==> config.mk <==
export PLATFORM = sky130hd
export DESIGN_NAME = bus_tmo_bridge
export DESIGN_NICKNAME = d
export VERILOG_FILES = /design/src/rtl/bus_tmo_bridge.sv
export SDC_FILE = /design/constraint.sdc
export NUM_CORES = 1
export LEC_CHECK = 0
export CORE_MARGIN = 3
export CORE_UTILIZATION = 41
export CTS_BUF_LIST = sky130_fd_sc_hd__clkbuf_8
export DETAILED_ROUTE_END_ITERATION = 16
export PLACE_DENSITY_LB_ADDON = 0.12
export SYNTH_ARGS = -nofsm -noshare
export SYNTH_HDL_FRONTEND = slang
export SYNTH_SLANG_ARGS = --single-unit
==> constraint.sdc <==
create_clock -name clk_i -period 4.6 [get_ports clk_i]
set_clock_uncertainty 0.15 [all_clocks]
set_input_delay 0.69 -clock clk_i [delete_from_list [all_inputs] [get_ports clk_i]]
set_output_delay 0.69 -clock clk_i [all_outputs]
set_load 0.005 [all_outputs]
==> src/rtl/bus_tmo_bridge.sv <==
// bus_tmo_bridge
// Single-clock bridge from a system-bus master to one slave. Each accepted
// request is registered and sent downstream as a one-cycle strobe. The slave's
// ack, error and read data are returned to the master as a one-cycle
// response. If no ack arrives within TMO cycles, the bridge answers with an
// error. A master that raises both strobes at once gets an error response.
// A request that arrives while the bridge is busy is discarded and flagged.
//
// Ports
//   clk_i, rst_i               clock, asynchronous active-high reset
//   sys_addr_i/wdata_i/sel_i   master request payload
//   sys_wen_i, sys_ren_i       master write/read strobes (single-cycle)
//   sys_rdata_o/err_o/ack_o    response to master (valid while ack high)
//   addr_o/wdata_o/sel_o       slave payload, held until the next accept
//   wen_o, ren_o               slave strobes (one cycle)
//   rdata_i, err_i, ack_i      slave response
//   drop_o                     pulse: a request arrived while busy
//   tmo_clr_i, tmo_cnt_o       clear / saturating count of timeouts
`timescale 1ns/1ps
module bus_tmo_bridge #(
  parameter int AW  = 32,
  parameter int DW  = 32,
  parameter int TMO = 255
) (
  input  logic            clk_i,
  input  logic            rst_i,
  input  logic [AW-1:0]   sys_addr_i,
  input  logic [DW-1:0]   sys_wdata_i,
  input  logic [DW/8-1:0] sys_sel_i,
  input  logic            sys_wen_i,
  input  logic            sys_ren_i,
  output logic [DW-1:0]   sys_rdata_o,
  output logic            sys_err_o,
  output logic            sys_ack_o,
  output logic [AW-1:0]   addr_o,
  output logic [DW-1:0]   wdata_o,
  output logic [DW/8-1:0] sel_o,
  output logic            wen_o,
  output logic            ren_o,
  input  logic [DW-1:0]   rdata_i,
  input  logic            err_i,
  input  logic            ack_i,
  output logic            drop_o,
  input  logic            tmo_clr_i,
  output logic [15:0]     tmo_cnt_o
);

  typedef enum logic [1:0] {
    IDLE  = 2'd0,
    ISSUE = 2'd1,
    WAIT  = 2'd2,
    RESP  = 2'd3
  } state_t;

  // Last window cycle. The counter is 0 in ISSUE, so a timeout fires at TMO-1.
  localparam logic [15:0] TMO_LAST = 16'(TMO - 1);

  state_t            state_q;
  logic [15:0]       wait_cnt_q;
  logic              is_read_q;
  logic [AW-1:0]     addr_q;
  logic [DW-1:0]     wdata_q;
  logic [DW/8-1:0]   sel_q;
  logic              wen_q;
  logic              ren_q;
  logic              ack_q;
  logic              err_q;
  logic [DW-1:0]     rdata_q;
  logic              drop_q;
  logic [15:0]       tmo_cnt_q;
  logic [15:0]       tmo_cnt_d;
  logic              expire_s;

  // A timeout is recorded only when no ack arrives in the last window cycle.
  assign expire_s = ((state_q == ISSUE) || (state_q == WAIT)) && !ack_i &&
                    (wait_cnt_q == TMO_LAST);

  // Main transaction FSM with registered outputs.
  always_ff @(posedge clk_i or posedge rst_i) begin
    if (rst_i) begin
      state_q    <= IDLE;
      wait_cnt_q <= 16'd0;
      is_read_q  <= 1'b0;
      addr_q     <= '0;
      wdata_q    <= '0;
      sel_q      <= '0;
      wen_q      <= 1'b0;
      ren_q      <= 1'b0;
      ack_q      <= 1'b0;
      err_q      <= 1'b0;
      rdata_q    <= '0;
      drop_q     <= 1'b0;
    end else begin
      wen_q  <= 1'b0;
      ren_q  <= 1'b0;
      ack_q  <= 1'b0;
      err_q  <= 1'b0;
      drop_q <= 1'b0;
      case (state_q)
        IDLE, RESP: begin
          if (sys_wen_i && sys_ren_i) begin
            // Collision: answer with an error; the slave is never touched.
            state_q <= RESP;
            ack_q   <= 1'b1;
            err_q   <= 1'b1;
            rdata_q <= '0;
          end else if (sys_wen_i || sys_ren_i) begin
            state_q    <= ISSUE;
            addr_q     <= sys_addr_i;
            wdata_q    <= sys_wdata_i;
            sel_q      <= sys_sel_i;
            wen_q      <= sys_wen_i;
            ren_q      <= sys_ren_i;
            is_read_q  <= sys_ren_i;
            wait_cnt_q <= 16'd0;
          end else begin
            state_q <= IDLE;
          end
        end
        ISSUE, WAIT: begin
          drop_q <= sys_wen_i || sys_ren_i;
          if (ack_i) begin
            // An ack in the last window cycle still wins over the timeout.
            state_q <= RESP;
            ack_q   <= 1'b1;
            err_q   <= err_i;
            rdata_q <= is_read_q ? rdata_i : '0;
          end else if (wait_cnt_q == TMO_LAST) begin
            state_q <= RESP;
            ack_q   <= 1'b1;
            err_q   <= 1'b1;
            rdata_q <= '0;
          end else begin
            state_q    <= WAIT;
            wait_cnt_q <= wait_cnt_q + 16'd1;
          end
        end
        default: state_q <= IDLE;
      endcase
    end
  end

  // Next value of the timeout event counter: clear wins, then saturating increment.
  always_comb begin
    tmo_cnt_d = tmo_cnt_q;
    if (tmo_clr_i) begin
      tmo_cnt_d = 16'd0;
    end else if (expire_s && (tmo_cnt_q != 16'hFFFF)) begin
      tmo_cnt_d = tmo_cnt_q + 16'd1;
    end else begin
      tmo_cnt_d = tmo_cnt_q;
    end
  end

  // Timeout event counter register.
  always_ff @(posedge clk_i or posedge rst_i) begin
    if (rst_i) begin
      tmo_cnt_q <= 16'd0;
    end else begin
      tmo_cnt_q <= tmo_cnt_d;
    end
  end

  assign sys_rdata_o = rdata_q;
  assign sys_err_o   = err_q;
  assign sys_ack_o   = ack_q;
  assign addr_o      = addr_q;
  assign wdata_o     = wdata_q;
  assign sel_o       = sel_q;
  assign wen_o       = wen_q;
  assign ren_o       = ren_q;
  assign drop_o      = drop_q;
  assign tmo_cnt_o   = tmo_cnt_q;

endmodule

==> results.cfg, run 1 <==
[timing]
hold_violations = 0
slew_violations = 0
rsz0062_at_grt = no
tightestPinTransition_ns = 1.16
slew_headroom_pct = 22.7
post-route-min-period_ns = 2.75
setup_viol = 0
fmax_ghz = 0.364
period_share_pct = 59.7
tns_ns = 0
layout_setup_ws_ns = 1.85

[power]
p_leak_nw = 3.65
power_switching_mw = 1.57
pwr_density_cell_nw_per_um2 = 597
p_int_mw = 3.59
pwr-share-clk_pct = 17.9
switching_share_pct = 30.4
p_seq_share_pct = 38.6
p_comb_share_pct = 43.5
peakVddDrop_mv = 0.315

[detailed_routing]
wl_mm = 15.4
first_iter_violations = 192
vias = 4548
postRouteAntennaNets = 0
wire_per_inst_um = 17.7
drc = 0
viasPerCell = 5.23
firstDrtPassIters = 4

[cts]
htreeDepth = 4
cts_root_buf = clkbuf_8
cts_hold_buf = 0
postCtsSetupBuffers = 0
clk_pin_slew_ns = 0.07
cts_tree = built
clockBufferDepth = 2
numCtsBuffers = 17
cts_resized = 0
cts_sinks = 140
clock_latency_ns = 0.43

[synthesis]
ys.flop_type = dfrtp_1
synth-seq-cells = 140
async_flop_share_pct = 100
ys_types = 53
syn_area_per_cell_um2 = 13.0
synth_nets = 566
synthDominantCellAreaShare_pct = 59.7
synth.area.top_cells = dfrtp_1, mux2_2, a22o_1, a21oi_1, ha_1
yosysTopAreaCell = dfrtp_1
synth_warnings = 0
netlist_area_um2 = 5860
syn_inst = 451
synth_edf_count = 0
seq_area_frac_synth_pct = 59.7

[critical_path]
critical_path.top_delay_family = buffers and inverters
crit_arrival_ns = 2.91
worst_setup_path_end_kind = flop
critPathRequiredTime_ns = 4.76
cp_max_fo = 63
cp_cell_sequence = clkdlybuf4s50_1, inv_1, ha_1, nand2_2, buf_4, mux2_2
crit_type = input port to flop
cp-start-kind = input port
crit_buf_inv = 3
crit_slowest_cell = buf_4
slowest_delay_ns = 0.67

[global_route]
busiest_layer = met2
globalRouteMet2Util_pct = 31.9
grt_pass1_wl_mm = 24.7
grt_use_met3_pct = 8.84
grt-ovfl-total = 0
antenna_found_initial = 0
grtUsageMet1_pct = 23.3
grt_start_max_net_pins = 85
grt_pass1_vias = 4684
grt_usage_pct = 19.7

[cells_and_area]
seq_area_um2 = 3500
final_common_cell = clkdlybuf4s50_1
syn_to_final_growth_pct = 47.3
final_area_um2 = 8640
diodes = 0
multiInputGateArea_um2 = 2190
drive_gt1_share_pct = 17.2
final_cell_mix = clkdlybuf4s50_1, dfrtp_1, mux2_2
fin_nets = 793
n_fill_cell = 1107

[placed_design]
place_congestion = 0.779
placedInstanceArea_um2 = 8270
dp_hpwl_mm = 11.0
portBuffers = 227
preCtsSetupSlack_ns = 1.41

[floorplanning]
rows = 43
die-area_um2 = 15800
io-pin-count = 228
coreArea_um2 = 13900
fp.dieW_um = 126
start_util_pct = 42.1
die_h_um = 126

[run_status]
status = finished, final reports clean

[hold_path]
holdCritPathClass = flop to flop

[job]
cap_violations = 0
==> worst min-delay path, stage by stage, from the launching register on <==
cell     delay [ns]
dfrtp_1        0.35
nand2_1        0.05
o21ai_0        0.06
==> final timing paths <==
check	startpoint	end	slack [ns]	depth (start not counted)
hold reg to reg	is_read_q	is_read_q	0.35	2
hold / removal	is_read_q	is_read_q	0.35	2
setup reg to reg	state_q[1]	sys_rdata_o[5]	1.89	5
setup / recovery	sys_wen_i	wdata_o[2]	1.85	6
max in group asynchronous	rst_i	sys_rdata_o[8]	2.77	3
min in group asynchronous	rst_i	sys_rdata_o[23]	0.61	2
==> power groups by stage <==
stage	Combinational, mW	Sequential (mW)	Clock [mW]
floorplan	1.02	2.02	0
global placement	2.24	1.99	0
detailed placement	2.27	2.01	0
CTS	2.28	1.99	0.965
global route	2.41	2.06	1.02
finish	2.24	1.99	0.926
==> flip-flops by register name (all words and copies together), names as in the netlist <==
| signal | flops |
|---|---|
| addr_o | 32 |
| drop_o | 1 |
| is_read_q | 1 |
| ren_o | 1 |
| sel_o | 4 |
| state_q | 2 |
| sys_ack_o | 1 |
| sys_err_o | 1 |
| sys_rdata_o | 32 |
| tmo_cnt_o | 16 |
| wait_cnt_q | 16 |
| wdata_o | 32 |
| wen_o | 1 |
==> layer usage <==
| metal | wire (um) | part of all wire, % | vias up |
|---|---|---|---|
| met4 | 267 | 1.7 | 0 |
| met2 | 7570 | 49 | 183 |
| li1 | - | - | 2106 |
| met1 | 6080 | 40 | 2238 |
| met3 | 1460 | 9.5 | 21 |
| met5 | 0 | 0 | - |
==> Yosys cell counts (all sizes together), types with 4 or more instances <==
cell type and n:
nor3 6, mux2 69, nand3 14, or3 11
buf 14, nand2 21, and4 5, a21oi 20
and3 7, o31ai 6, a22o 32, a31oi 5
inv 12, nor2 11, and2 4, o21ai 23
nand4 8, ha 8, clkbuf 8, dfrtp 140
==> logic make-up after synthesis <==
| kind of cell | after synthesis | synth area share, % |
|---|---|---|
| buffers and inverters | 35 | 3.03 |
| muxes | 71 | 13.6 |
| AOI/OAI and AO/OA | 98 | 11.8 |
| and+or+nand+nor | 95 | 9.43 |
| DFF | 140 | 59.7 |
| xor gates and xnor gates | 4 | 0.726 |
| adders and majority gates | 8 | 1.71 |
==> final cells by class <==
type                       instances  area share [%]
clock inverter                     9           0.825
multi-input combinational        276            25.3
sequential                       140            40.5
inverter                          12           0.579
tap                              180            2.61
clock buffer                      22            3.50
timing repair buffer             231            26.6
==> per-stage QoR <==
step / hold slack, ns / power [mW] / cells / util, %
2_1_floorplan: 0.292 / 3.04 / 451 / -
3_3_place_gp: 0.310 / 4.23 / 839 / 59.3
3_5_place_dp: 0.329 / 4.28 / 839 / 59.3
4_1_cts: 0.347 / 5.24 / 870 / 62.0
5_1_grt: 0.363 / 5.49 / 870 / 62.0
6_report: 0.348 / 5.16 / 870 / 62.0
(Power assumes the default switching activity.)
==> run 2, diff against run 1 <==
Settings changed: CORE_UTILIZATION 41 to 45.
Clock period 4.6 ns to 2.75 ns, I/O delays scaled along.
==> results.cfg, run 2 (same netlist as run 1, synthesis figures left out) <==
[cts]
cts_root_buf = clkbuf_8
cts_hold_buf = 0
cts_sinks = 140
clock_latency_ns = 0.44
numCtsBuffers = 17
cts_tree = built
htreeDepth = 4
clk_pin_slew_ns = 0.08
cts_resized = 0
clockBufferDepth = 2
postCtsSetupBuffers = 0

[global_route]
grt_start_max_net_pins = 116
antenna_found_initial = 0
grt_pass1_wl_mm = 24.6
grt-ovfl-total = 0
grt_pass1_vias = 4765
grt_usage_pct = 21.9

[placed_design]
place_congestion = 0.806
placedInstanceArea_um2 = 8370
portBuffers = 227
preCtsSetupSlack_ns = 0.276
dp_hpwl_mm = 11.3

[critical_path]
cp_max_fo = 21
cp-start-kind = flop
crit_type = flop to flop
crit_arrival_ns = 2.54
critPathRequiredTime_ns = 2.97
worst_setup_path_end_kind = flop

[timing]
slew_violations = 0
layout_setup_ws_ns = 0.429
post-route-min-period_ns = 2.32
timing.hold.ws_ns = 0.275
rsz0062_at_grt = no
tns_ns = 0
period_share_pct = 84.4
setup_viol = 0
tightestPinTransition_ns = 0.813
fmax_ghz = 0.431
hold_violations = 0
slew_headroom_pct = 45.5

[cells_and_area]
final_common_cell = clkdlybuf4s50_1
final_cell_mix = clkdlybuf4s50_1, dfrtp_1, mux2_2
postLayoutCoreUtil_pct = 69.4
final_area_um2 = 8800
syn_to_final_growth_pct = 50.0
drive_gt1_share_pct = 18.8
diodes = 0
fin_nets = 803

[detailed_routing]
firstDrtPassIters = 4
viasPerCell = 5.24
wl_mm = 15.4
vias = 4577
first_iter_violations = 214
wire_per_inst_um = 17.6
postRouteAntennaNets = 0
drc = 0

[power]
peakVddDrop_mv = 0.620
p_leak_nw = 3.73
pwr_density_cell_nw_per_um2 = 1020

[floorplanning]
rows = 41
coreArea_um2 = 12700
io-pin-count = 228
fp.dieW_um = 120
die_h_um = 120
die-area_um2 = 14400
start_util_pct = 46.3

[job]
cap_violations = 0

[hold_path]
holdCritPathClass = input port to asynchronous set/reset pin

[run_status]
status = finished, final reports clean
run 2: changes by cell type in the layout (fill, tap and decap cells not counted), moves of 2 or more:
cell	before	now
buf_4	4	11
buf_12	0	3
bufinv_16	1	3
clkinv_4	0	2
inv_1	13	11
run 2: critical path, stage by stage, from the launching register on:
cell and delay, ns:
dfrtp_1 0.46, nor4_4 0.32, and4_4 0.32, o211ai_4 0.20
buf_4 0.24, or4_1 0.39, a21oi_1 0.17
run 2: cell type report:
class,instances,area [um^2]
well taps,172,215
inverters,12,48.8
clock inverters,11,141
repair buffers,241,2410
clock buffers,21,289
flip-flops and latches,140,3500
multi-input cells,276,2190
fillers,982,3870
run 2: final timing paths:
check                               start       endpoint  slack, ns  cells past startpoint
min in group clk_i          wait_cnt_q[7]  wait_cnt_q[7]       0.34                      1
hold reg to reg             wait_cnt_q[7]  wait_cnt_q[7]       0.34                      1
hold / removal                      rst_i      addr_o[5]       0.27                      3
max in group asynchronous           rst_i      addr_o[7]       1.63                      3
setup / recovery           wait_cnt_q[13]   tmo_cnt_o[6]       0.43                      6
setup reg to reg           wait_cnt_q[13]   tmo_cnt_o[6]       0.43                      6
run 2: per-stage QoR:
step                power (mW)  cells
CTS                       9.13    873
global route              9.56    873
global placement          7.22    841
floorplan                 5.09    451
detailed placement        7.32    841
finish                    9.01    873
run 2: report_power, final:
group          switching (mW)  internal, mW  total (mW)  leakage, nW
logic                    1.48          2.44        3.92         1.73
clock network           0.767         0.988        1.75        0.219
registers               0.456          2.88        3.33         1.78
total                    2.71          6.30        9.01         3.73
run 2: routing by layer:
metal | part of all wire [%] | GRT usage [%]
met5 | 0 | 0
met2 | 49 | 35.8
met1 | 38 | 24.7
met3 | 11 | 10.8
met4 | 2.0 | 8.16
==> run 3, diff against run 2 <==
Settings changed: CORE_UTILIZATION 45 to 41.
Clock period 2.75 ns to 2 ns, I/O delays scaled along.
==> results.cfg, run 3 (same netlist as run 1, synthesis figures left out) <==
[cells_and_area]
diodes = 0
syn_to_final_growth_pct = 61.4
fin_nets = 864
final_common_cell = clkdlybuf4s50_1
drive_gt1_share_pct = 27.7
postLayoutCoreUtil_pct = 67.9
final_area_um2 = 9470
final_cell_mix = clkdlybuf4s50_1, dfrtp_1, mux2_2
n_fill_cell = 1030

[power]
pwr-share-clk_pct = 17.0
p_int_mw = 8.85
p_seq_share_pct = 35.8
finalPower_mw = 12.8
power_switching_mw = 3.90
pwr_density_cell_nw_per_um2 = 1350
switching_share_pct = 30.6
p_comb_share_pct = 47.2
p_leak_nw = 4.05
peakVddDrop_mv = 0.843

[critical_path]
cp-startpoint = wait_cnt_q[12]
slowest_delay_ns = 0.41
critPathCapture = tmo_cnt_o[3]
critical_path.top_delay_family = simple AND/OR/NAND/NOR gates
cp_cell_sequence = nor4_4, and4_4, o211ai_4, buf_4, or3_1, a21oi_1
worst_setup_path_end_kind = flop
crit_arrival_ns = 2.28
reg2reg_from = wait_cnt_q[12]
cp-start-kind = flop
cp_max_fo = 6
crit_buf_inv = 1
critPathRequiredTime_ns = 2.22
ff2ff_setup_slack_ns = -0.05
crit_slowest_cell = dfrtp_1
crit_type = flop to flop
r2r-end = tmo_cnt_o[3]
worst_r2r_path_depth = 6
cp.depth = 6

[timing]
tns_ns = -0.192
hold_violations = 0
rsz0062_at_grt = yes
post-route-min-period_ns = 2.05
slew_violations = 0
tightestPinTransition_ns = 0.391
setup_viol = 6
slew_headroom_pct = 73.8
period_share_pct = 103
fmax_ghz = 0.487
layout_setup_ws_ns = -0.0522

[cts]
clock_latency_ns = 0.44
numCtsBuffers = 17
cts_root_buf = clkbuf_8
cts_sinks = 140
clk_pin_slew_ns = 0.08
cts_tree = built
clockBufferDepth = 2
htreeDepth = 4

[job]
cap_violations = 0

[detailed_routing]
wl_mm = 16.5
firstDrtPassIters = 4
postRouteAntennaNets = 0
viasPerCell = 5.16
vias = 4858
first_iter_violations = 197
drc = 0
wire_per_inst_um = 17.5

[floorplanning]
start_util_pct = 42.1
die_h_um = 126
fp.dieW_um = 126
coreArea_um2 = 13900
die-area_um2 = 15800
rows = 43
io-pin-count = 228

[run_status]
failed_checks = setup timing
status = finished, violations left

[hold_path]
holdCritPathClass = input port to flop

[placed_design]
portBuffers = 227
placedInstanceArea_um2 = 8820
place_congestion = 0.854
dp_hpwl_mm = 12.1

[global_route]
antenna_found_initial = 0
grt-ovfl-total = 0
grt_start_max_net_pins = 43
grt_usage_pct = 20.8
grt_pass1_wl_mm = 26.2
grt_pass1_vias = 5046
[run 3: cell count changes in the layout (fill, tap and decap cells not counted), sizes merged]
cell | previous run | this run
dlygate4sd3 | 0 | 1
clkbuf | 21 | 18
buf | 14 | 73
bufinv | 3 | 2
o211ai | 2 | 3
clkinvlp | 3 | 4
inv | 12 | 14
[run 3: what timing repair did]
action / 4_1_cts / 5_1_grt
hold buffers: 1 / 0
cloned: 1 / 1
gates resized for setup: 7 / 29
setup endpoints to repair: 43 / 47
endpoints found under the hold margin: 2 / 0
setup buffers: 4 / 8
pin swaps: 7 / 15
[run 3: layer usage]
| layer | up-vias | part of all wire (%) | global-route usage, % |
|---|---|---|---|
| li1 | 2238 | - | - |
| met3 | 21 | 8.7 | 8.24 |
| met2 | 198 | 51 | 35.3 |
| met4 | 0 | 1.5 | 6.38 |
| met1 | 2401 | 39 | 24.2 |
| met5 | - | 0 | 0 |
[run 3: worst reg2reg max path, cell delays in order (launching register included)]
cell and delay (ns):
dfrtp_1 0.41, nor4_4 0.32, and4_4 0.31, o211ai_4 0.12
buf_4 0.19, or3_1 0.34, a21oi_1 0.14
[run 3: metrics by stage]
step / hold slack (ns) / worst slack (ns) / std cells
2_1_floorplan: 0.290 / -0.199 / 451
3_3_place_gp: 0.310 / -0.178 / 896
3_5_place_dp: 0.332 / -0.205 / 896
4_1_cts: 0.284 / -0.0395 / 933
5_1_grt: 0.293 / -0.105 / 941
6_report: 0.313 / -0.0522 / 941
[run 3: how the worst min path moves through the flow]
stage / from / to / slack (ns) / cells past startpoint
3_5_place_dp: wait_cnt_q[7] / wait_cnt_q[7] / 0.33 / 1
2_1_floorplan: rdata_i[30] / sys_rdata_o[30] / 0.29 / 1
5_1_grt: sys_addr_i[24] / addr_o[24] / 0.29 / 2
6_report: sys_sel_i[3] / sel_o[3] / 0.31 / 2
4_1_cts: sys_sel_i[3] / sel_o[3] / 0.28 / 2
3_3_place_gp: wait_cnt_q[7] / wait_cnt_q[7] / 0.31 / 1
[run 3: power groups by stage]
stage / Sequential (mW) / Combinational (mW) / Clock [mW]
floorplan: 4.65 / 2.35 / 0
global route: 4.70 / 6.45 / 2.36
global placement: 4.54 / 5.72 / 0
finish: 4.56 / 6.02 / 2.17
detailed placement: 4.58 / 5.84 / 0
CTS: 4.57 / 5.94 / 2.24
[run 3: final cells by class]
type / instances / area [um^2] / share of cell area, %
flip-flops and latches: 140 / 3510 / 37.0
repair buffers: 301 / 2990 / 31.5
multi-input cells: 277 / 2330 / 24.6
clock buffers: 18 / 248 / 2.62
well taps: 180 / 225 / 2.38
clock inverters: 13 / 128 / 1.35
inverters: 12 / 48.8 / 0.515
